## src/rtl/imem_ecc_pkg.sv

```systemverilog
// Shared SEC-DED definitions for the instruction memory: codeword layout, parity positions,
// and the loader-receiver FSM state type.
package imem_ecc_pkg;

  localparam int unsigned DATA_W  = 32;
  localparam int unsigned CODE_W  = 39;
  localparam int unsigned NUM_PAR = 6;

  typedef logic [CODE_W-1:0] imem_code_t;

  localparam logic [5:0] PAR_POS [NUM_PAR] = '{6'd1, 6'd2, 6'd4, 6'd8, 6'd16, 6'd32};

  typedef enum logic [1:0] {
    StIdle,
    StLoad,
    StDrain,
    StRelease
  } load_state_e;

  // Codeword position of data bit idx: the idx-th non-power-of-two position from 3 upwards.
  function automatic logic [5:0] data_pos(int unsigned idx);
    int unsigned cnt;
    cnt = 0;
    data_pos = '0;
    for (int unsigned p = 3; p < CODE_W; p++) begin
      if ((p & (p - 1)) != 0) begin
        if (cnt == idx) data_pos = 6'(p);
        cnt++;
      end
    end
  endfunction

  // Positions 1..38 whose index has bit j set, i.e. those covered by parity bit 2^j.
  function automatic imem_code_t cover_mask(int unsigned j);
    cover_mask = '0;
    for (int unsigned p = 1; p < CODE_W; p++) begin
      if (((p >> j) & 1) != 0) cover_mask[p] = 1'b1;
    end
  endfunction

endpackage

```

## src/rtl/secded_enc_32.sv

```systemverilog
// Combinational 32->39 SEC-DED encoder: Hamming(38,32) in bits 38:1, overall even parity in bit 0.
module secded_enc_32
  import imem_ecc_pkg::*;
(
  input  logic [DATA_W-1:0] data_i,
  output imem_code_t        code_o
);

  imem_code_t         data_bits;
  logic [NUM_PAR-1:0] par;

  always_comb begin
    data_bits = '0;
    for (int unsigned i = 0; i < DATA_W; i++) begin
      data_bits[data_pos(i)] = data_i[i];
    end
  end

  always_comb begin
    par = '0;
    for (int unsigned j = 0; j < NUM_PAR; j++) begin
      par[j] = ^(data_bits & cover_mask(j));
    end
  end

  always_comb begin
    code_o = data_bits;
    for (int unsigned j = 0; j < NUM_PAR; j++) begin
      code_o[PAR_POS[j]] = par[j];
    end
    code_o[0] = ^code_o[CODE_W-1:1];
  end

endmodule

```

## src/rtl/imem_load_receiver.sv

```systemverilog
// Receives the loader write stream, validates and SEC-DED encodes each word, buffers it, and
// drives the IMEM write port; releases the CPU once every accepted word has committed.
module imem_load_receiver
  import imem_ecc_pkg::*;
#(
  parameter int unsigned AddrW     = 32,
  parameter int unsigned Depth     = 256,
  parameter int unsigned FifoDepth = 4,
  localparam int unsigned IdxW     = $clog2(Depth)
) (
  input  logic             clk_i,
  input  logic             rst_ni,
  input  logic             imem_we_i,
  input  logic [AddrW-1:0] imem_addr_i,
  input  logic [31:0]      imem_wdata_i,
  input  logic             loader_done_i,
  input  logic             mem_wready_i,
  output logic             mem_we_o,
  output logic [IdxW-1:0]  mem_widx_o,
  output imem_code_t       mem_wcode_o,
  output logic             cpu_release_o,
  output logic [15:0]      words_written_o,
  output logic             addr_err_o,
  output logic             ovf_err_o
);

  localparam int unsigned PtrW = $clog2(FifoDepth);

  typedef struct packed {
    logic [IdxW-1:0] idx;
    imem_code_t      code;
  } entry_t;

  entry_t      fifo_q [FifoDepth];
  logic [PtrW:0] wptr_q, wptr_d, rptr_q, rptr_d;
  load_state_e state_q, state_d;
  logic [15:0] words_q, words_d;
  logic        addr_err_q, ovf_err_q;

  imem_code_t enc_code;
  logic       addr_ok, wr_ok, bad_wr, empty, full, pop, push, ovf;

  secded_enc_32 u_enc (
    .data_i (imem_wdata_i),
    .code_o (enc_code)
  );

  assign addr_ok = (imem_addr_i[1:0] == 2'b00) && ((imem_addr_i[AddrW-1:2] >> IdxW) == '0);
  assign wr_ok   = imem_we_i && addr_ok && (state_q != StRelease);
  assign bad_wr  = imem_we_i && !(addr_ok && (state_q != StRelease));

  assign empty = (wptr_q == rptr_q);
  assign full  = (wptr_q[PtrW] != rptr_q[PtrW]) && (wptr_q[PtrW-1:0] == rptr_q[PtrW-1:0]);
  assign pop   = !empty && mem_wready_i;
  // A full buffer still takes a write when the head leaves in the same cycle.
  assign push  = wr_ok && (!full || pop);
  assign ovf   = wr_ok && full && !pop;

  assign wptr_d  = wptr_q + {{PtrW{1'b0}}, push};
  assign rptr_d  = rptr_q + {{PtrW{1'b0}}, pop};
  assign words_d = (pop && (words_q != 16'hFFFF)) ? words_q + 16'd1 : words_q;

  always_comb begin
    state_d = state_q;
    case (state_q)
      StIdle: begin
        if (imem_we_i) begin
          state_d = StLoad;
        end else if (loader_done_i) begin
          state_d = StDrain;
        end
      end
      StLoad:    if (loader_done_i) state_d = StDrain;
      StDrain:   if (wptr_d == rptr_d) state_d = StRelease;
      StRelease: state_d = StRelease;
      default:   state_d = StIdle;
    endcase
  end

  always_ff @(posedge clk_i or negedge rst_ni) begin
    if (!rst_ni) begin
      state_q    <= StIdle;
      wptr_q     <= '0;
      rptr_q     <= '0;
      words_q    <= '0;
      addr_err_q <= 1'b0;
      ovf_err_q  <= 1'b0;
    end else begin
      state_q    <= state_d;
      wptr_q     <= wptr_d;
      rptr_q     <= rptr_d;
      words_q    <= words_d;
      addr_err_q <= addr_err_q | bad_wr;
      ovf_err_q  <= ovf_err_q | ovf;
    end
  end

  // Storage needs no reset; the head is masked while the buffer is empty.
  always_ff @(posedge clk_i) begin
    if (push) begin
      fifo_q[wptr_q[PtrW-1:0]] <= '{idx: imem_addr_i[IdxW+1:2], code: enc_code};
    end
  end

  assign mem_we_o        = !empty;
  assign mem_widx_o      = empty ? '0 : fifo_q[rptr_q[PtrW-1:0]].idx;
  assign mem_wcode_o     = empty ? '0 : fifo_q[rptr_q[PtrW-1:0]].code;
  assign cpu_release_o   = (state_q == StRelease);
  assign words_written_o = words_q;
  assign addr_err_o      = addr_err_q;
  assign ovf_err_o       = ovf_err_q;

endmodule
```

## config.mk

```make
export PLATFORM = sky130hd
export DESIGN_NAME = imem_load_receiver
export DESIGN_NICKNAME = d
export VERILOG_FILES = /design/src/rtl/imem_ecc_pkg.sv /design/src/rtl/secded_enc_32.sv /design/src/rtl/imem_load_receiver.sv
export SDC_FILE = /design/constraint.sdc
export NUM_CORES = 1
export LEC_CHECK = 0
export CORE_ASPECT_RATIO = 1.75
export CORE_MARGIN = 8
export CORE_UTILIZATION = 50
export DETAILED_ROUTE_END_ITERATION = 10
export PLACE_DENSITY = 0.74
export SLEW_MARGIN = 20
export SYNTH_ARGS = -nofsm -noshare
export SYNTH_HDL_FRONTEND = slang
export SYNTH_HIERARCHICAL = 1
export SYNTH_SLANG_ARGS = --single-unit
```

## constraint.sdc

```tcl
create_clock -name clk_i -period 13.78 [get_ports clk_i]
set_clock_uncertainty 0.15 [all_clocks]
set_input_delay 2.067 -clock clk_i [delete_from_list [all_inputs] [get_ports clk_i]]
set_output_delay 2.067 -clock clk_i [all_outputs]
set_load 0.005 [all_outputs]
```

==> reports/summary.txt <==
Clock buffer depth: 3
Combinational Power Share: 10.3%
Pwr dens: 121.6 nW/um^2
Reg2reg end: fifo_q[0][29]
Final slew viol count: 0
Fin Setup TNS: 0 ns
Ys Warns: 6
GRT overflow: 0
Min-Delay Path Class: reg -> reg
Yosys top cell area share: 59.87%
Number of global-route vias before repair: 5395
Crit path required time: 11.56 ns
Post-DRT Antenna Nets: 0
Setup CP Type: reg -> out
Final setup viols: 0
Switch Pwr: 0.2885 mW
Outcome: complete, no violations
Post-CTS Hold Buffers: 0
Register area: 6301 sq um
Vias: 4809
Worst skew pair latency: 0.48 ns
Post-synth top area cell: edfxtp_1
RR Startpoint: rptr_q[0]
Period minus WS final: 5.821 ns
Average size of a mapped cell: 18.45 sq um
Port bufs: 135
Postcts setup bufs: 0
CP max stage cell: dfrtp_4
DP HPWL: 12.56 mm
Largest stage delay, worst path: 1.09 ns
Share of cells above drive strength 1: 17.06%
Least-Margin Pin Slew: 1.006 ns
Die width: 119.8 microns
Initial antenna violation count: 0
Distinct cell type count after synthesis: 44
Critical path launch point type: flop
Async SR Flop Fraction: 12.15%
Syn Nets: 585
TritonCTS buffer count: 19
I/O pin count: 136
Area Growth Syn to Fin: 21.13%
Setup crit end: mem_wcode_o[31]
Dpl ws: 8.354 ns
Final Hold Viols: 0
Clk sinks: 214
First DRT Iteration DRCs: 331
Worst Hold Path Cells: 1
Leakage: 3.888 nW
Yosys reg bits: 214
Crit-path cells: xor2_2 > or3_1 > buf_4 > and2_1 > clkdlybuf4s50_1
Sw frac: 20.78%
Crit path max fanout: 49
Worst Path Arrival: 3.60 ns
Nets: 701
Core area: 18580 sq um
Top FF cell, synth: edfxtp_1
Fill cells: 1371
Worst path depth: 5
Synth Instances: 511
VDD IR max: 81.68 uV
Buf/Inv on CP: 2
Pin count of the biggest net entering global routing: 50
Count leader, synth: edfxtp_1
Vias per cell: 5.483
Detailed Routing Iterations Pass 1: 4
Cell family with most CP delay: flip-flops
Dominant cells by area after synthesis: edfxtp_1 (60%), mux4_2 (11%), dfrtp_1 (6.9%), xnor2_1 (3.9%), and2_1 (3.2%)
RSZ-0062 raised after global routing: no
Register area share after synthesis: 66.77%
Finished Core Util: 61.47%
Critical Path End Type: output pin
CTS tree: built
Final WL: 18.92 mm
Post-route DRC violation count: 0
Post-route clock period utilization: 42.24%
Peak Freq: 0.1718 GHz
EDFF count, synth: 188
Hold slack: 0.3220 ns
Worst Setup SP: rptr_q[0]
Design Power: 1.389 mW
Total track usage: 16.11%
CTS H-tree lvls: 1
R2R depth: 5
DR WL/cell: 21.57 microns
Max_cap viols: 0
Multi-input gate area: 2816 sq um
Routability cong.: 0.8134
FP Rows: 66
Post-CTS Resized: 0
CTS clk-pin slew, worst paths: 0.06 ns
Top cells by count, synth: edfxtp_1 (188), and2_1 (48), mux4_2 (47), xnor2_1 (42), buf_4 (35)
Reg2Reg Setup Slack: 10.45 ns
Die area: 23680 sq um
Root Driver: clkbuf_16
Max_slew headroom: 32.92%
Clock share of power: 36.8%
Reg power frac: 52.9%
Final worst slack: 7.959 ns
Initial core utilization: 50.75%
Die Y: 197.7 microns
Synthesized cell area: 9429 sq um
First-pass GRT wire length: 29.76 mm
Antenna diodes: 0
Internal power: 1.100 mW
## stage by stage
stage	std cells	cell area (sq um)
6_report	877	11420
5_1_grt	877	11420
4_1_cts	877	11420
3_5_place_dp	844	10830
3_3_place_gp	844	10830
2_1_floorplan	511	9429
## worst min path at each step
stage	startpoint	end	slack, ns
after floorplan	ovf_err_o	ovf_err_o	0.32
after global placement	ovf_err_o	ovf_err_o	0.31
after detailed placement	ovf_err_o	ovf_err_o	0.31
after CTS	ovf_err_o	ovf_err_o	0.33
after global routing	ovf_err_o	ovf_err_o	0.34
final	ovf_err_o	ovf_err_o	0.32
## kinds of logic (layout without fill, tap and decap cells)
family / after synthesis / in the layout / share of synthesized area [%]
flops: 214 / 214 / 66.77
simple gates: 105 / 105 / 7.577
xor+xnor: 82 / 82 / 9.408
buf+inv: 50 / 178 / 3.450
mux: 48 / 48 / 11.39
compound gates: 7 / 7 / 0.7431
fa+ha+maj: 5 / 5 / 0.6635
## power groups by stage
stage | clock, mW | combinational [mW] | sequential (mW)
after floorplan | 0 | 0.0985 | 0.748
after global placement | 0 | 0.135 | 0.748
after detailed placement | 0 | 0.145 | 0.748
after CTS | 0.524 | 0.145 | 0.734
after global routing | 0.546 | 0.153 | 0.734
final | 0.511 | 0.143 | 0.734
## cell usage in the layout, fill, tap and decap left out, types with 5 or more instances in the layout
master / count
clkbuf_16: 19
ha_1: 5
nor3_1: 5
mux4_2: 47
and2_1: 48
xor2_1: 25
buf_4: 7
nand3_1: 5
xnor2_2: 5
xnor2_1: 42
dfrtp_1: 24
nand4_1: 6
nor4_1: 9
clkinv_2: 5
edfxtp_1: 188
clkdlybuf4s50_1: 135
nand2_1: 7
xnor3_1: 6
## layout make-up
type	count	share of cell area, %
Sequential cell	214	55.17
Multi-Input combinational cell	247	24.66
Timing Repair Buffer	142	12.29
Clock buffer	23	4.294
Tap cell	238	2.607
Clock inverter	10	0.8764
Inverter	3	0.09860
## layer usage
layer | part of all wire, % | vias to the layer above | global-route usage (%)
li1 | - | 2165 | -
met1 | 38 | 2465 | 17.62
met2 | 55 | 155 | 30.42
met3 | 5.6 | 24 | 3.349
met4 | 1.6 | 0 | 4.651
met5 | 0 | - | 0
## registers in the layout (all words and copies together), names as in the netlist
| name | flops |
|---|---|
| wptr_q | 3 |
| rptr_q | 3 |
| addr_err_o | 1 |
| words_written_o | 16 |
| ovf_err_o | 1 |
| fifo_q | 188 |
| state_q | 2 |
Power figures use the tool's default switching activity.
==> edit (same flow settings) <==
The 4 states of `load_state_e` get a one-hot encoding in 4 bits.
--- a/src/rtl/imem_ecc_pkg.sv
+++ b/src/rtl/imem_ecc_pkg.sv
@@ -11,9 +11,9 @@
   localparam logic [5:0] PAR_POS [NUM_PAR] = '{6'd1, 6'd2, 6'd4, 6'd8, 6'd16, 6'd32};
 
-  typedef enum logic [1:0] {
-    StIdle,
-    StLoad,
-    StDrain,
-    StRelease
+  typedef enum logic [3:0] {
+    StIdle    = 4'b0001,
+    StLoad    = 4'b0010,
+    StDrain   = 4'b0100,
+    StRelease = 4'b1000
   } load_state_e;
 
Behaviour: no difference found for any inputs over 4 cycles, from zero or initial values and one cycle with rst_ni low; so few cycles prove little.
==> edit against the original RTL <==
  * Sequential power grew 3%
  * Combinational power increased by 10%
  * Clock power grew 9.0%
  * Final cell count up 2.5%
  * Sequential cell count up 2
  * Design area rose by 1.6%
  * Power increased by 5.7%
  * Area after synthesis grew 0.82%
  * Wire length increased by 5.3%
  * Setup slack improved by 0.64 ns
  * Die area is 0.74% higher
  * First-iteration DRC count fell by 1.2%
  * Highest routed layer unchanged
==> edit: results (changes against the original RTL) <==
| Metric | Value |
|---|---|
| CP arrival | 2.97 ns (-0.63 ns) |
| Seq cells post-synth | 216 (+0.93%) |
| Layout Nets | 720 (+2.7%) |
| Area contributors post-synth | edfxtp_1 (59%), mux4_2 (11%), dfrtp_1 (7.1%) |
| Int Pwr | 1.160 mW (+5.4%) |
| Post-synthesis sequential area ratio | 0.6677 (about the same) |
| Post-synth ARST share | 0.1296 (+0.008134) |
| Clk. pwr | 0.557 mW (+9.0%) |
| Met1 wire length | 7.243 mm (+0.89%) |
| Status | complete, no violations |
| Post-synth net total | 602 (+2.9%) |
| CP peak stage delay | 0.68 ns (-0.41 ns) |
| Distinct cells, synth | 48 (+9.1%) |
| Nonclk buf count | 145 (+2.1%) |
| R2r endpoint | state_q[3] |
| Clock buffers | 22 (-4.3%) |
| Vias in the first global route | 5560 (+3.1%) |
| Max IR drop VDD | 0.00008942 V (+9.5%) |
| Share of cells above drive strength 1 | 0.1611 (-0.009485) |
| Cells after synthesis | 528 (+3.3%) |
| Post-Place Worst Slack | 8.857 ns (+0.5030 ns) |
| FF-to-FF Start | rptr_q[1] |
| Hold Worst Slack | 0.3297 ns (+0.007670 ns) |
| Fillers | 1358 (-0.95%) |
| GR met3 Demand/Resource | 0.02870 (-0.004785) |
| Seq group | 0.753 mW (+3%) |
| Hold EP | addr_err_o |
| Post-synth top cells | edfxtp_1 (188), nor2b_1 (48), mux4_2 (47) |
| Vias | 5021 (+4.4%) |
==> edit: worst max path at each step <==
stage	start	end	slack [ns]	cells past startpoint
2_1_floorplan	imem_addr_i[10]	fifo_q[0][0]	5.87	4
3_3_place_gp	rptr_q[0]	mem_wcode_o[31]	8.87	5
3_5_place_dp	rptr_q[0]	mem_wcode_o[31]	8.86	5
4_1_cts	rptr_q[0]	mem_wcode_o[31]	8.33	5
5_1_grt	rptr_q[0]	mem_wcode_o[31]	8.37	6
6_report	rptr_q[0]	mem_wcode_o[31]	8.59	6
==> edit: cells by family (layout without fill, tap and decap cells) <==
group,count (synthesis),in the layout,share of synthesized area
muxes,50,50,0.1149
adders and majority gates,5,5,0.006581
DFF,216,216,0.6677
xor gates and xnor gates,83,83,0.09266
AOI/OAI and AO/OA,14,14,0.01079
and+or+nand+nor,109,109,0.07305
buffers and inverters,51,181,0.03435
